<file path="src/rtl/frame_serializer_if.sv">
// Byte stream link from the frame serializer to the UART shifter.
// A byte moves on a clock edge where byte_valid and byte_ready are both high.
interface frame_serializer_if;
  logic [7:0] byte_data;
  logic       byte_valid;
  logic       byte_ready;

  modport master (
    output byte_data,
    output byte_valid,
    input  byte_ready
  );

  modport slave (
    input  byte_data,
    input  byte_valid,
    output byte_ready
  );
endinterface

</file>
<file path="src/rtl/frame_serializer.sv">
// Frames the sensor_iterations word as SYNC0 SYNC1, the payload MSB-first, then a checksum byte.
// Define FRAME_SERIALIZER_CRC8_EN to send CRC-8 (poly 0x07) in place of the additive checksum.
module frame_serializer #(
  parameter int         PAYLOAD_BYTES = 34,
  parameter logic [7:0] SYNC0         = 8'hA5,
  parameter logic [7:0] SYNC1         = 8'h5A,
  parameter int         GAP_CYCLES    = 16
) (
  input  logic                       clk_12MHz,
  input  logic                       reset,
  input  logic                       data_availible,
  input  logic [8*PAYLOAD_BYTES-1:0] sensor_iterations,
  output logic                       reset_parser,
  output logic                       busy,
  frame_serializer_if.master         byte_if
);

  localparam int FRAME_W = 8 * PAYLOAD_BYTES;
  localparam int IDX_W   = (PAYLOAD_BYTES > 1) ? $clog2(PAYLOAD_BYTES) : 1;
  localparam int GAP_W   = (GAP_CYCLES > 1) ? $clog2(GAP_CYCLES) : 1;
  localparam logic [IDX_W-1:0] IDX_LAST = IDX_W'(PAYLOAD_BYTES - 1);
  localparam logic [GAP_W-1:0] GAP_LAST = GAP_W'(GAP_CYCLES - 1);

  typedef enum logic [2:0] {
    IDLE    = 3'd0,
    LATCH   = 3'd1,
    SYNC_A  = 3'd2,
    SYNC_B  = 3'd3,
    PAYLOAD = 3'd4,
    CHECK   = 3'd5,
    GAP     = 3'd6
  } state_t;

  state_t             state_reg, state_next;
  logic [1:0]         sync_reg;
  logic               sync_avl;
  logic [FRAME_W-1:0] frame_reg, frame_next;
  logic [7:0]         checksum_reg, checksum_next;
  logic [IDX_W-1:0]   index_reg, index_next;
  logic [GAP_W-1:0]   gap_cnt_reg, gap_cnt_next;
  logic               seen_low_reg, seen_low_next;

  logic [7:0]         tx_byte;
  logic               tx_valid;
  logic               xfer;
  logic [7:0]         payload_byte;
  logic [7:0]         checksum_upd;

  assign sync_avl     = sync_reg[1];
  assign xfer         = tx_valid & byte_if.byte_ready;
  // The frame register shifts left per payload byte, so the current byte is always on top.
  assign payload_byte = frame_reg[FRAME_W-1 -: 8];

`ifdef FRAME_SERIALIZER_CRC8_EN
  logic [7:0] crc_stage [0:8];

  assign crc_stage[0] = checksum_reg ^ payload_byte;
  for (genvar gi = 0; gi < 8; gi++) begin : g_crc_bit
    assign crc_stage[gi+1] = crc_stage[gi][7] ? ({crc_stage[gi][6:0], 1'b0} ^ 8'h07)
                                              :  {crc_stage[gi][6:0], 1'b0};
  end
  assign checksum_upd = crc_stage[8];
`else
  assign checksum_upd = checksum_reg + payload_byte;
`endif

  // State and datapath registers
  always_ff @(posedge clk_12MHz or posedge reset) begin
    if (reset) begin
      state_reg    <= IDLE;
      sync_reg     <= 2'b00;
      frame_reg    <= '0;
      checksum_reg <= 8'h00;
      index_reg    <= '0;
      gap_cnt_reg  <= '0;
      seen_low_reg <= 1'b0;
    end else begin
      state_reg    <= state_next;
      sync_reg     <= {sync_reg[0], data_availible};
      frame_reg    <= frame_next;
      checksum_reg <= checksum_next;
      index_reg    <= index_next;
      gap_cnt_reg  <= gap_cnt_next;
      seen_low_reg <= seen_low_next;
    end
  end

  // Next-state and datapath update
  always_comb begin
    state_next    = state_reg;
    frame_next    = frame_reg;
    checksum_next = checksum_reg;
    index_next    = index_reg;
    gap_cnt_next  = gap_cnt_reg;
    // A low level seen after the acknowledge means a later high is a fresh request.
    seen_low_next = seen_low_reg | ~sync_avl;

    case (state_reg)
      IDLE: begin
        if (sync_avl) begin
          state_next = LATCH;
        end
      end
      LATCH: begin
        frame_next    = sensor_iterations;
        checksum_next = 8'h00;
        index_next    = '0;
        seen_low_next = 1'b0;
        state_next    = SYNC_A;
      end
      SYNC_A: begin
        if (xfer) begin
          state_next = SYNC_B;
        end
      end
      SYNC_B: begin
        if (xfer) begin
          index_next = '0;
          state_next = PAYLOAD;
        end
      end
      PAYLOAD: begin
        if (xfer) begin
          checksum_next = checksum_upd;
          frame_next    = {frame_reg[FRAME_W-9:0], 8'h00};
          if (index_reg == IDX_LAST) begin
            index_next = '0;
            state_next = CHECK;
          end else begin
            index_next = index_reg + 1'b1;
          end
        end
      end
      CHECK: begin
        if (xfer) begin
          gap_cnt_next = '0;
          state_next   = GAP;
        end
      end
      GAP: begin
        if (gap_cnt_reg != GAP_LAST) begin
          gap_cnt_next = gap_cnt_reg + 1'b1;
        end else if (!sync_avl || seen_low_reg) begin
          state_next = IDLE;
        end
      end
      default: begin
        state_next = IDLE;
      end
    endcase
  end

  // Outputs decode from the state register only, so reset clears them at once.
  always_comb begin
    tx_byte      = 8'h00;
    tx_valid     = 1'b0;
    reset_parser = 1'b0;
    busy         = (state_reg != IDLE);

    case (state_reg)
      LATCH: begin
        reset_parser = 1'b1;
      end
      SYNC_A: begin
        tx_byte  = SYNC0;
        tx_valid = 1'b1;
      end
      SYNC_B: begin
        tx_byte  = SYNC1;
        tx_valid = 1'b1;
      end
      PAYLOAD: begin
        tx_byte  = payload_byte;
        tx_valid = 1'b1;
      end
      CHECK: begin
        tx_byte  = checksum_reg;
        tx_valid = 1'b1;
      end
      default: begin
        tx_byte  = 8'h00;
        tx_valid = 1'b0;
      end
    endcase
  end

  assign byte_if.byte_data  = tx_byte;
  assign byte_if.byte_valid = tx_valid;

endmodule

</file>
<file path="src/flat_wrapper.sv">
// flat-port wrapper written by rule: the top's interface ports become plain ports
module frame_serializer_flat 
#(
  parameter int         PAYLOAD_BYTES = 34,
  parameter logic [7:0] SYNC0         = 8'hA5,
  parameter logic [7:0] SYNC1         = 8'h5A,
  parameter int         GAP_CYCLES    = 16
)
  (clk_12MHz, reset, data_availible, sensor_iterations, reset_parser, busy, byte_if_byte_data, byte_if_byte_valid, byte_if_byte_ready);
  frame_serializer_if byte_if_i ();
  input  logic clk_12MHz;
  input  logic reset;
  input  logic data_availible;
  input  logic [8*PAYLOAD_BYTES-1:0] sensor_iterations;
  output logic reset_parser;
  output logic busy;
  output wire logic [$bits(byte_if_i.byte_data)-1:0] byte_if_byte_data;
  output wire logic [$bits(byte_if_i.byte_valid)-1:0] byte_if_byte_valid;
  input wire logic [$bits(byte_if_i.byte_ready)-1:0] byte_if_byte_ready;
  assign byte_if_byte_data = byte_if_i.byte_data;
  assign byte_if_byte_valid = byte_if_i.byte_valid;
  assign byte_if_i.byte_ready = byte_if_byte_ready;
  frame_serializer #(.PAYLOAD_BYTES(PAYLOAD_BYTES), .SYNC0(SYNC0), .SYNC1(SYNC1), .GAP_CYCLES(GAP_CYCLES)) u_core (.clk_12MHz(clk_12MHz), .reset(reset), .data_availible(data_availible), .sensor_iterations(sensor_iterations), .reset_parser(reset_parser), .busy(busy), .byte_if(byte_if_i));
endmodule
</file>
<file path="config.mk">
export PLATFORM = sky130hd
export DESIGN_NAME = frame_serializer_flat
export DESIGN_NICKNAME = d
export VERILOG_FILES = /design/src/rtl/frame_serializer_if.sv /design/src/rtl/frame_serializer.sv /design/src/flat_wrapper.sv
export SDC_FILE = /design/constraint.sdc
export NUM_CORES = 1
export LEC_CHECK = 0
export BUFFER_PORTS_ARGS = -buffer_cell sky130_fd_sc_hd__buf_4
export CAP_MARGIN = 40
export CELL_PAD_IN_SITES_DETAIL_PLACEMENT = 2
export CELL_PAD_IN_SITES_GLOBAL_PLACEMENT = 2
export CORE_MARGIN = 3
export CORE_UTILIZATION = 36
export CTS_BUF_LIST = sky130_fd_sc_hd__clkbuf_4
export CTS_CLUSTER_DIAMETER = 50
export DETAILED_ROUTE_END_ITERATION = 10
export PLACE_DENSITY_LB_ADDON = 0.1
export SYNTH_ARGS = -nofsm -noshare
export SYNTH_HDL_FRONTEND = slang
export SYNTH_SLANG_ARGS = --single-unit
</file>
<file path="constraint.sdc">
create_clock -name clk_12MHz -period 23.9 [get_ports clk_12MHz]
set_clock_uncertainty 0.2 [all_clocks]
set_input_delay 1.195 -clock clk_12MHz [delete_from_list [all_inputs] [get_ports clk_12MHz]]
set_output_delay 1.195 -clock clk_12MHz [all_outputs]
set_load 0.02 [all_outputs]
</file>
==> results.sh <==
export IMPL_status="finished, final reports clean"
export IMPL_crit_path_end_kind="flip-flop"
export IMPL_crit_required_ns=24.34
export IMPL_reg2regPathDepth=6
export IMPL_drc=0
export IMPL_vias_per_cell=5.22
export IMPL_rsz0062_at_grt="no"
export IMPL_placed_area_sq_um=16200
export IMPL_fmax_mhz=269
export IMPL_synthSimpleGateAreaFrac_pct=23.8
export IMPL_relSlewSlack_pct=29.7
export IMPL_period_share_pct=15.5
export IMPL_cts_setup_buffers=0
export IMPL_dp_cells=2310
export IMPL_finalCriticalPeriod_ns=3.71
export IMPL_dr_pass1_iters=6
export IMPL_syn_num_nets=1911
export IMPL_hp_start="u_core.sync_reg[0]"
export IMPL_grt_usage_pct=23.3
export IMPL_initial_utilization_pct=36.9
export IMPL_grt_pass1_wl_um=76400
export IMPL_worstMarginPinSlew_ns=1.05
export IMPL_synth_cell_type_count=43
export IMPL_slowest_stage="dfrtp_1"
export IMPL_ant_nets=0
export IMPL_largest_reg_flops=272
export IMPL_final_cells=2460
export IMPL_rows=70
export IMPL_power_leakage_nw=7.82
export IMPL_via_count=12833
export IMPL_yosysWarnings=0
export IMPL_hold_path_class="reg -> reg"
export IMPL_arrival_ns=4.15
export IMPL_cts_sinks=296
export IMPL_worst_path_largest_cell_delay_ns=0.84
export IMPL_hold_path_depth=0
export IMPL_dieArea_sq_um=40300
export IMPL_holdBufCountCts=0
export IMPL_wl_um=47500
export IMPL_worst_path_max_fanout=81
export IMPL_slew_violations=0
export IMPL_worstSkewPairLatency_ns=0.75
export IMPL_drive_gt1_share_pct=22.7
export IMPL_fp_coreArea_sq_um=37000
export IMPL_routabilityCongestion=0.787
export IMPL_hold_violations=0
export IMPL_crit_top_cell="buf_4"
export IMPL_clk_pin_slew_ns=0.07
export IMPL_synth_mux_area_share_pct=0.660
export IMPL_synthXorXnorAreaFrac_pct=0.577
export IMPL_root_buffer="clkbuf_4"
export IMPL_synthFlopType="dfrtp_1"
export IMPL_r2r_start="u_core.state_reg[1]"
export IMPL_io_pins=287
export IMPL_hpwl_um=32200
export IMPL_grt_overflow_total=0
export IMPL_fin_area_sq_um=17200
export IMPL_post_drt_wl_per_cell_um=19.3
export IMPL_r2r_end="u_core.frame_reg[171]"
export IMPL_async_flop_share_pct=100
export IMPL_fin_tns_setup_ns=0
export IMPL_port_buffers=286
export IMPL_cts_resized=0
export IMPL_cp_cell_sequence="nor2_1 > nand2_4 > buf_4 > buf_4 > nand2_1 > a31oi_1"
export IMPL_layout_commonest_cell="nand2_1"
export IMPL_dieHeight_um=201
export IMPL_maxCapViolations=0
export IMPL_avgSynthCellArea_sq_um=8.41
export IMPL_die_x_um=201
export IMPL_cts_buffers=86
export IMPL_antenna_found_initial=6
export IMPL_h_tree_depth=3
export IMPL_grt_pass1_vias=14170
export IMPL_min_to="u_core.sync_reg[1]"
export IMPL_synth_top_family_by_area="simple AND/OR/NAND/NOR gates"
export IMPL_worstSetupPathType="reg -> reg"
export IMPL_setup_viol=0
export IMPL_ys_seq_area_share_pct=54.3
export IMPL_grt_max_degree=253
export IMPL_synthAdderAreaFrac_pct=1.06
export IMPL_synthCells=1624
export IMPL_synth_compound_area_share_pct=15.3
export IMPL_power_density_nw_per_um2=126
export IMPL_start_kind="flip-flop"
export IMPL_areaGrowthSynthToFinish_pct=26.3
export IMPL_reg2reg_slack_ns=20.19
export IMPL_syn_cell_area_sq_um=13700
export IMPL_drt_first_iter_violations=667
export IMPL_layout_common_cells="nand2_1, buf_4, dfrtp_1"
export IMPL_ys_ff_latch=296
export IMPL_cts_tree="yes"
export IMPL_clock_path_buffers=3
export IMPL_nets=2182
export IMPL_synth_edf_count=0
export IMPL_fillCellCount=4103
export IMPL_peakVddDrop_v=0.0000724
==> cells by family after synthesis <==
| group | Yosys count |
|---|---|
| AOI/OAI and AO/OA | 325 |
| xor gates and xnor gates | 9 |
| adders and majority gates | 11 |
| buffers and inverters | 128 |
| DFF | 296 |
| muxes | 9 |
| and+or+nand+nor | 846 |
==> stage by stage <==
step / hold slack (ns) / setup slack (ns) / utilization, % / power, mW
6_report: 0.159 / 20.19 / 46.6 / 2.17
3_5_place_dp: 0.146 / 20.13 / 43.8 / 1.71
3_3_place_gp: 0.133 / 19.93 / 43.2 / 1.63
4_1_cts: 0.163 / 19.74 / 46.6 / 2.20
2_1_floorplan: 0.131 / 14.33 / - / 1.45
5_1_grt: 0.168 / 19.83 / 46.6 / 2.36
==> final cells by class <==
cell class                 count  area, sq um  area share (%)
sequential                   296         7410            43.0
antenna                        5         12.5          0.0726
tap                          504          631            3.66
clock buffer                 120          901            5.23
multi-input combinational   1200         5660            32.9
clock inverter                24          126           0.733
inverter                       5         26.3           0.152
timing repair buffer         306         2470            14.3
==> worst max-delay path by stage <==
stage                        startpoint                     end  slack [ns]  cells after the start
floorplan                         reset  u_core.checksum_reg[0]       14.33                      1
global placement     byte_if_byte_ready     u_core.index_reg[5]       19.93                      6
detailed placement   byte_if_byte_ready     u_core.index_reg[5]       20.13                      7
CTS                 u_core.state_reg[0]            reset_parser       19.74                      4
global route        u_core.state_reg[1]   u_core.frame_reg[186]       19.83                      6
finish              u_core.state_reg[1]   u_core.frame_reg[171]       20.19                      6
==> Yosys cell counts, types with 2 or more instances <==
cell      instances  area share (%)
nor2_1          273             7.5
or4_1             2            0.11
nand3_1           5            0.18
a21o_1            2            0.11
ha_1             10            0.92
inv_1             4            0.11
xnor2_1           3            0.19
a31oi_1         265              12
buf_1             6            0.16
o21ai_0          22            0.81
nand2b_1          7            0.32
nor2b_1           2           0.092
mux2i_1           9            0.66
nand4_1           2           0.092
dfrtp_1         296              54
xor2_1            6            0.38
a21oi_1           5            0.18
nand2_1         546              15
clkbuf_1         27            0.74
nand3b_1          3            0.16
buf_2            90             3.3
a22o_1           15            0.96
o31ai_1           4            0.22
==> worst max-delay path: cells and delay by family, from the launching register on <==
| kind | cells | cell delay [ns] |
|---|---|---|
| compound gates | 1 | 0.23 |
| buf+inv | 2 | 1.43 |
| flops | 1 | 0.84 |
| simple gates | 3 | 0.81 |
==> per-layer routing <==
metal  vias to the layer above  global-route usage (%)  wire length, um
met5                         -                       0               54
met4                         6                    6.62              986
met3                        77                    6.11             2680
met2                       280                    38.7            23200
met1                      6417                    30.2            20500
li1                       6053                       -                -
==> where the power goes <==
group / switching (mW) / internal [mW] / total [mW] / leakage, nW
Clock: 0.227 / 0.241 / 0.468 / 0.614
Sequential: 0.158 / 0.738 / 0.896 / 3.26
Combinational: 0.486 / 0.316 / 0.802 / 3.94
Total: 0.871 / 1.29 / 2.17 / 7.82
No activity file was read; power rests on OpenSTA's default activity.
